==> src/rtl/craft_key_register_dec_if.sv <==
// Bus between the CRAFT decryption key register and its consumer.
// Handshake: `valid` marks a meaningful nibble, and `en` acts as the consumer's
// ready. A nibble is consumed on every rising edge where valid & en are both 1.
// Otherwise out/rc/round/nib_idx/first hold. `start` is taken only while busy is low.
interface craft_key_register_dec_if;
  logic         start;
  logic         en;
  logic [127:0] key;
  logic [63:0]  tweak;
  logic [3:0]   out;
  logic [7:0]   rc;
  logic [4:0]   round;
  logic [3:0]   nib_idx;
  logic         first;
  logic         valid;
  logic         busy;
  logic         done;
  logic [1:0]   state_dbg;

  modport master (
    output start, en, key, tweak,
    input  out, rc, round, nib_idx, first, valid, busy, done, state_dbg
  );

  modport slave (
    input  start, en, key, tweak,
    output out, rc, round, nib_idx, first, valid, busy, done, state_dbg
  );
endinterface

==> src/rtl/craft_key_register_dec.sv <==
// Nibble-serial CRAFT decryption tweakey / round-constant generator.
// Walks rounds NROUNDS-1 down to 0, streaming TK(r mod 4) MSB-nibble first.
module craft_key_register_dec #(
  parameter int NROUNDS = 32
) (
  input logic                      clk,
  input logic                      rst,
  craft_key_register_dec_if.slave  bus
);

  typedef enum logic [1:0] {
    S_IDLE = 2'd0,
    S_RUN  = 2'd1,
    S_DONE = 2'd2
  } state_e;

  localparam logic [3:0] QIDX [16] = '{4'd12, 4'd10, 4'd15, 4'd5, 4'd14, 4'd8, 4'd9, 4'd2,
                                       4'd11, 4'd3,  4'd7,  4'd4, 4'd6,  4'd0, 4'd1, 4'd13};
  // RC register values for the first emitted round (a=8, b=5 -> rc=0x85).
  localparam logic [3:0] A_START = 4'h8;
  localparam logic [2:0] B_START = 3'h5;

  state_e      state_q, state_d;
  logic [63:0] k0_q, k0_d, k1_q, k1_d, t_q, t_d;
  logic [4:0]  round_q, round_d;
  logic [3:0]  nib_q, nib_d;
  logic [3:0]  a_q, a_d;
  logic [2:0]  b_q, b_d;

  logic        accept;
  logic        step;
  logic        last;
  logic [63:0] qt;
  logic [63:0] tk;
  logic [3:0]  tk_nib;

  assign accept = bus.start && (state_q != S_RUN);
  assign step   = (state_q == S_RUN) && bus.en;
  assign last   = step && (nib_q == 4'hF) && (round_q == 5'd0);

  // State register
  always_ff @(posedge clk or posedge rst) begin
    if (rst) state_q <= S_IDLE;
    else     state_q <= state_d;
  end

  // Next-state logic; S_DONE is idle-like so a start there is accepted.
  always_comb begin
    state_d = state_q;
    case (state_q)
      S_IDLE:  if (bus.start) state_d = S_RUN;
      S_RUN:   if (last)      state_d = S_DONE;
      S_DONE:  state_d = bus.start ? S_RUN : S_IDLE;
      default: state_d = S_IDLE;
    endcase
  end

  // Output logic
  always_comb begin
    bus.busy      = (state_q == S_RUN);
    bus.valid     = (state_q == S_RUN);
    bus.done      = (state_q == S_DONE);
    bus.first     = (state_q == S_RUN) && (nib_q == 4'd0);
    bus.out       = (state_q == S_RUN) ? tk_nib : 4'd0;
    bus.rc        = (state_q == S_RUN) ? {a_q, 1'b0, b_q} : 8'd0;
    bus.round     = round_q;
    bus.nib_idx   = nib_q;
    bus.state_dbg = state_q;
  end

  // Datapath registers
  always_ff @(posedge clk or posedge rst) begin
    if (rst) begin
      k0_q    <= '0;
      k1_q    <= '0;
      t_q     <= '0;
      round_q <= '0;
      nib_q   <= '0;
      a_q     <= '0;
      b_q     <= '0;
    end else begin
      k0_q    <= k0_d;
      k1_q    <= k1_d;
      t_q     <= t_d;
      round_q <= round_d;
      nib_q   <= nib_d;
      a_q     <= a_d;
      b_q     <= b_d;
    end
  end

  always_comb begin
    k0_d    = k0_q;
    k1_d    = k1_q;
    t_d     = t_q;
    round_d = round_q;
    nib_d   = nib_q;
    a_d     = a_q;
    b_d     = b_q;
    if (accept) begin
      k0_d    = bus.key[127:64];
      k1_d    = bus.key[63:0];
      t_d     = bus.tweak;
      round_d = 5'(NROUNDS - 1);
      nib_d   = 4'd0;
      a_d     = A_START;
      b_d     = B_START;
    end else if (step) begin
      if (nib_q == 4'hF) begin
        nib_d = 4'd0;
        if (round_q != 5'd0) begin
          // Inverse of the encryption-direction LFSR steps.
          round_d = round_q - 5'd1;
          a_d     = {a_q[2:0], a_q[3] ^ a_q[0]};
          b_d     = {b_q[1:0], b_q[2] ^ b_q[0]};
        end else begin
          a_d = 4'd0;
          b_d = 3'd0;
        end
      end else begin
        nib_d = nib_q + 4'd1;
      end
    end
  end

  // Q(T): output nibble j takes tweak nibble QIDX[j]; nibble 0 is bits [63:60].
  always_comb begin
    qt = '0;
    for (int j = 0; j < 16; j++) begin
      for (int i = 0; i < 16; i++) begin
        if (QIDX[j] == 4'(i)) qt[63-4*j -: 4] = t_q[63-4*i -: 4];
      end
    end
  end

  // round[0] picks K1 over K0, round[1] picks Q(T) over T.
  always_comb begin
    tk     = (round_q[0] ? k1_q : k0_q) ^ (round_q[1] ? qt : t_q);
    tk_nib = 4'd0;
    for (int i = 0; i < 16; i++) begin
      if (nib_q == 4'(i)) tk_nib = tk[63-4*i -: 4];
    end
  end

endmodule

==> src/flat_wrapper.sv <==
// flat-port wrapper written by rule: the top's interface ports become plain ports
module craft_key_register_dec_flat 
#(
  parameter int NROUNDS = 32
)
  (clk, rst, bus_start, bus_en, bus_key, bus_tweak, bus_out, bus_rc, bus_round, bus_nib_idx, bus_first, bus_valid, bus_busy, bus_done, bus_state_dbg);
  craft_key_register_dec_if bus_i ();
  input logic clk;
  input logic rst;
  input wire logic [$bits(bus_i.start)-1:0] bus_start;
  input wire logic [$bits(bus_i.en)-1:0] bus_en;
  input wire logic [$bits(bus_i.key)-1:0] bus_key;
  input wire logic [$bits(bus_i.tweak)-1:0] bus_tweak;
  output wire logic [$bits(bus_i.out)-1:0] bus_out;
  output wire logic [$bits(bus_i.rc)-1:0] bus_rc;
  output wire logic [$bits(bus_i.round)-1:0] bus_round;
  output wire logic [$bits(bus_i.nib_idx)-1:0] bus_nib_idx;
  output wire logic [$bits(bus_i.first)-1:0] bus_first;
  output wire logic [$bits(bus_i.valid)-1:0] bus_valid;
  output wire logic [$bits(bus_i.busy)-1:0] bus_busy;
  output wire logic [$bits(bus_i.done)-1:0] bus_done;
  output wire logic [$bits(bus_i.state_dbg)-1:0] bus_state_dbg;
  assign bus_i.start = bus_start;
  assign bus_i.en = bus_en;
  assign bus_i.key = bus_key;
  assign bus_i.tweak = bus_tweak;
  assign bus_out = bus_i.out;
  assign bus_rc = bus_i.rc;
  assign bus_round = bus_i.round;
  assign bus_nib_idx = bus_i.nib_idx;
  assign bus_first = bus_i.first;
  assign bus_valid = bus_i.valid;
  assign bus_busy = bus_i.busy;
  assign bus_done = bus_i.done;
  assign bus_state_dbg = bus_i.state_dbg;
  craft_key_register_dec #(.NROUNDS(NROUNDS)) u_core (.clk(clk), .rst(rst), .bus(bus_i));
endmodule
==> config.mk <==
export PLATFORM = sky130hd
export DESIGN_NAME = craft_key_register_dec_flat
export DESIGN_NICKNAME = d
export VERILOG_FILES = /design/src/rtl/craft_key_register_dec_if.sv /design/src/rtl/craft_key_register_dec.sv /design/src/flat_wrapper.sv
export SDC_FILE = /design/constraint.sdc
export NUM_CORES = 1
export LEC_CHECK = 0
export CAP_MARGIN = 20
export CORE_UTILIZATION = 40
export DETAILED_ROUTE_END_ITERATION = 8
export GPL_ROUTABILITY_DRIVEN = 0
export PLACE_DENSITY = 0.65
export SLEW_MARGIN = 20
export SYNTH_ARGS = -nofsm -noshare
export SYNTH_HDL_FRONTEND = slang
export SYNTH_SLANG_ARGS = --single-unit
==> constraint.sdc <==
create_clock -name clk -period 9.7 [get_ports clk]
set_input_delay 0.97 -clock clk [delete_from_list [all_inputs] [get_ports clk]]
set_output_delay 0.97 -clock clk [all_outputs]
set_load 0.005 [all_outputs]
==> qor.txt <==
DRT
--------------------------------------------------------------------------------
Vias                                                                        8949
Count of unresolved DRC violations after routing                              12
Via count normalized by instance count                                      5.05
Antenna Nets Post-Route                                                        0
Wirelength per Cell                                                      17.6 µm
Detailed Routing Iterations Pass 1                                             7
Violation count after the first detailed-routing iteration                   649
Total wirelength of the detailed-routed design                          31200 µm

LOGIC SYNTHESIS
--------------------------------------------------------------------------------
Netlist Area Pre-Place                                                 10800 µm²
Leading area contributor after synthesis                                 dfrtp_1
Mean cell area of the mapped netlist                                    8.67 µm²
Share of the yosys chip area belonging to registers                        48.7%
Main flop type after synthesis                                           dfrtp_1
Yosys warnings                                                                 0
Share of synthesized registers carrying an async set or reset               100%
Fraction of post-synthesis cell area in the top cell type by area          48.7%
Netlist cell types                                                            47
Top area cells in the synthesized netlist                           dfrtp_1 (49%), nand2_1 (21%), mux2i_1 (12%)
Top post-synthesis cells by count                                   nand2_1 (602), dfrtp_1 (210), mux2i_1 (128)
Most frequent cell after synthesis                                       nand2_1
Count of mapped cells out of synthesis                                      1245
Synthesized netlist net count                                               1446
Post-synthesis sequential element count                                      210
Number of synthesized flops with an enable pin                                 0

GRT
--------------------------------------------------------------------------------
Antenna violations before repair                                               0
Largest net degree at the start of global routing                            135
Global-route wire length before repair                                  49100 µm
Via count of the first global-routing pass                                  8876
Total congestion overflow after global routing                                 0
Overall global routing resource usage                                      22.6%

SETUP PATH
--------------------------------------------------------------------------------
Critical Path AT                                                         4.17 ns
CP cell instances                                                   buf_4, mux2i_1, xor2_1, a22oi_1, o21ai_1, a31oi_1, o311a_1, a211oi_2, clkdlybuf4s50_1
CP required                                                              8.73 ns
Highest net fanout along the worst path                                       36
Kind of end point of the critical path                               output port
Crit path launch type                                                   register
Buffering stage count on the worst path with inverters included                2
Worst setup path start                                              u_core.bus.round[0]
Setup CP Type                                                            reg2out
Largest incremental delay on the critical path                           0.82 ns
Cell type of the slowest stage on the worst timing path                  dfrtp_4
Beginning of the worst register-to-register path                    u_core.bus.nib_idx[1]
Family with the most delay on the worst path                        compound AO/OA/AOI/OAI gates

STA
--------------------------------------------------------------------------------
Slew Limit Headroom                                                        24.0%
Setup TNS Final                                                             0 ns
Highest clock rate                                                       194 MHz
Worst hold-check slack                                                  0.471 ns
RSZ-0062 raised after global routing                                       false
Worst-Margin Slew                                                        1.14 ns
Clock tree skew after final layout                                     0.0194 ns
Final Max Tran Viols                                                           0
Share of the clock period used by the worst path after layout              53.0%
Final count of negative-setup-slack endpoints                                  0
Final hold violation count                                                     0
Final Critical Period                                                    5.14 ns

CTS
--------------------------------------------------------------------------------
Buffers inserted by post-CTS timing repair                                     0
Worst-path clk slew                                                      0.06 ns
Hold-fix buffer count after cts                                                0
Number of buffers inserted during clock tree synthesis                        23
Clock tree from TritonCTS                                                    yes
Clk root buf                                                           clkbuf_16
Clock network latency to the later pin of the worst-skew pair            0.52 ns
Clock sink total                                                             210
Count of cells resized by post-cts repair                                      0
Number of H-tree levels                                                        1
Clk buf depth                                                                  3

FINAL LAYOUT
--------------------------------------------------------------------------------
Finished Cell Area                                                     13900 µm²
Fill cells                                                                  2478
Ratio of cells with drive above 1 in the final layout                      4.17%
Synth-to-Final Area Change                                                 28.3%
Fin cells                                                                   1773
Area taken by flip-flops and latches                                    5260 µm²
Final net count                                                             1623
Util after Layout                                                          52.7%
Area taken by multi-input logic gates                                   5120 µm²
Number of antenna cells inserted                                               0

FLOORPLAN
--------------------------------------------------------------------------------
Count of standard-cell rows                                                   59
Total I/O pin count                                                          223
Die outline height                                                        166 µm
Placeable Area                                                         26300 µm²
Overall die width                                                         166 µm
Overall die area                                                       27700 µm²
Effective utilization at floorplan                                         41.1%

PWR
--------------------------------------------------------------------------------
Share of total power in sequential cells                                   36.6%
Worst vdd ir                                                            0.164 mV
Fraction of power spent switching nets                                     40.1%
Relative contribution of combinational cells to total power                43.6%
Clock group share of total power                                           19.8%
Total internal power                                                     2.65 mW
Power dissipated by switching net loads                                  1.78 mW
Power density of the placed cells                                     319 nW/µm²
P_leak                                                                   7.07 nW

PLACED DESIGN
--------------------------------------------------------------------------------
Number of placed instances, taps included                                   1732
Detailed placement HPWL                                                 22400 µm
I/O Buffers                                                                  221
Instance area after placement                                          13100 µm²

RUN STATUS
--------------------------------------------------------------------------------
Status                                                              finished, violations left
Violated checks                                                     design-rule violations

HOLD PATH
--------------------------------------------------------------------------------
HP Class                                                                 reg2reg
Hold path start                                                     u_core.k1_q[37]

RUN
--------------------------------------------------------------------------------
Reported max-cap violation count                                               0

worst reg2reg max path: cells and delay by family (launching register included):
family        cells  cell delay [ns]
xor+xnor          1             0.15
fa+ha+maj         1             0.82
flops             1             0.43
simple gates      5             1.24
power groups by stage:
stage | combinational, mW | clock [mW] | sequential (mW)
floorplan | 1.43 | 0 | 1.45
CTS | 1.93 | 0.891 | 1.62
finish | 1.93 | 0.874 | 1.62
detailed placement | 1.91 | 0 | 1.63
global placement | 1.87 | 0 | 1.63
global route | 2.13 | 0.928 | 1.66
cell type report:
class                           count  share of cell area, %
Clock buffer                       31                   4.66
Clock inverter                     10                  0.750
Inverter                            9                  0.298
Multi-Input combinational cell    950                   36.9
Sequential cell                   210                   38.0
Tap cell                          335                   3.03
Timing Repair Buffer              228                   16.3
layout by cell type (no fill, tap or decap), drive strengths merged, types with 2 or more instances in the layout:
cell           synthesis  layout
nor2b                  6       6
mux2i                128     128
a21oi                 22      22
dfrtp                210     210
xor2                  44      44
nand2b                 3       3
xnor2                 23      23
o22ai                  5       5
ha                     5       5
o221ai                 2       2
bufinv                 0       2
clkdlybuf4s50          0     221
buf                   21       7
a221oi                10      10
nand3                 14      14
a31oi                  3       3
nor3                   2       2
nand2                602     602
o311a                  2       2
and2                   7       7
a211oi                 8       8
inv                    9      10
nor4                   2       2
o21ai                 16      16
clkinv                 0       7
nand3b                 2       2
or2                    5       5
and3                   2       2
clkbuf                55      31
nor2                  18      18
a22oi                 10      10
per-stage QoR:
step / total power, mW / setup slack, ns
after floorplan: 2.88 / 2.99
after global placement: 3.50 / 5.23
after detailed placement: 3.54 / 5.13
after CTS: 4.44 / 4.57
after global routing: 4.72 / 4.37
final: 4.42 / 4.56
final timing paths:
check                                 endpoint  slack (ns)  cells past startpoint
max                                 bus_out[1]        4.56                      9
min                            u_core.k1_q[37]        0.47                      2
max reg2reg                u_core.bus.round[3]        6.91                      7
min reg2reg                    u_core.k1_q[37]        0.47                      2
max in group asynchronous      u_core.k0_q[62]        7.13                      3
min in group asynchronous      u_core.k0_q[29]        1.03                      2
per-layer routing:
| layer | track usage (%) | wire, µm | share of wire (%) |
|---|---|---|---|
| met1 | 32.1 | 14100 | 45 |
| met2 | 35.6 | 14100 | 45 |
| met3 | 3.77 | 2040 | 6.5 |
| met4 | 6.52 | 847 | 2.7 |
| met5 | 0 | 0 | 0 |
sequential cells by signal, indices dropped and copies added, names as in the netlist:
| signal | cells |
|---|---|
| u_core.bus.state_dbg | 2 |
| u_core.b_q | 3 |
| u_core.k1_q | 64 |
| u_core.a_q | 4 |
| u_core.bus.nib_idx | 4 |
| u_core.t_q | 64 |
| u_core.k0_q | 64 |
| u_core.bus.round | 5 |
cells by family after synthesis:
family                     Yosys count  share of synthesized area [%]
AOI/OAI and AO/OA                   83                           5.19
DFF                                210                           48.7
and+or+nand+nor                    666                           24.1
adders and majority gates            5                          0.579
other                                1                         0.0347
buffers and inverters               85                           4.08
xor gates and xnor gates            67                           5.43
muxes                              128                           11.9
Power figures use the tool's default switching activity.
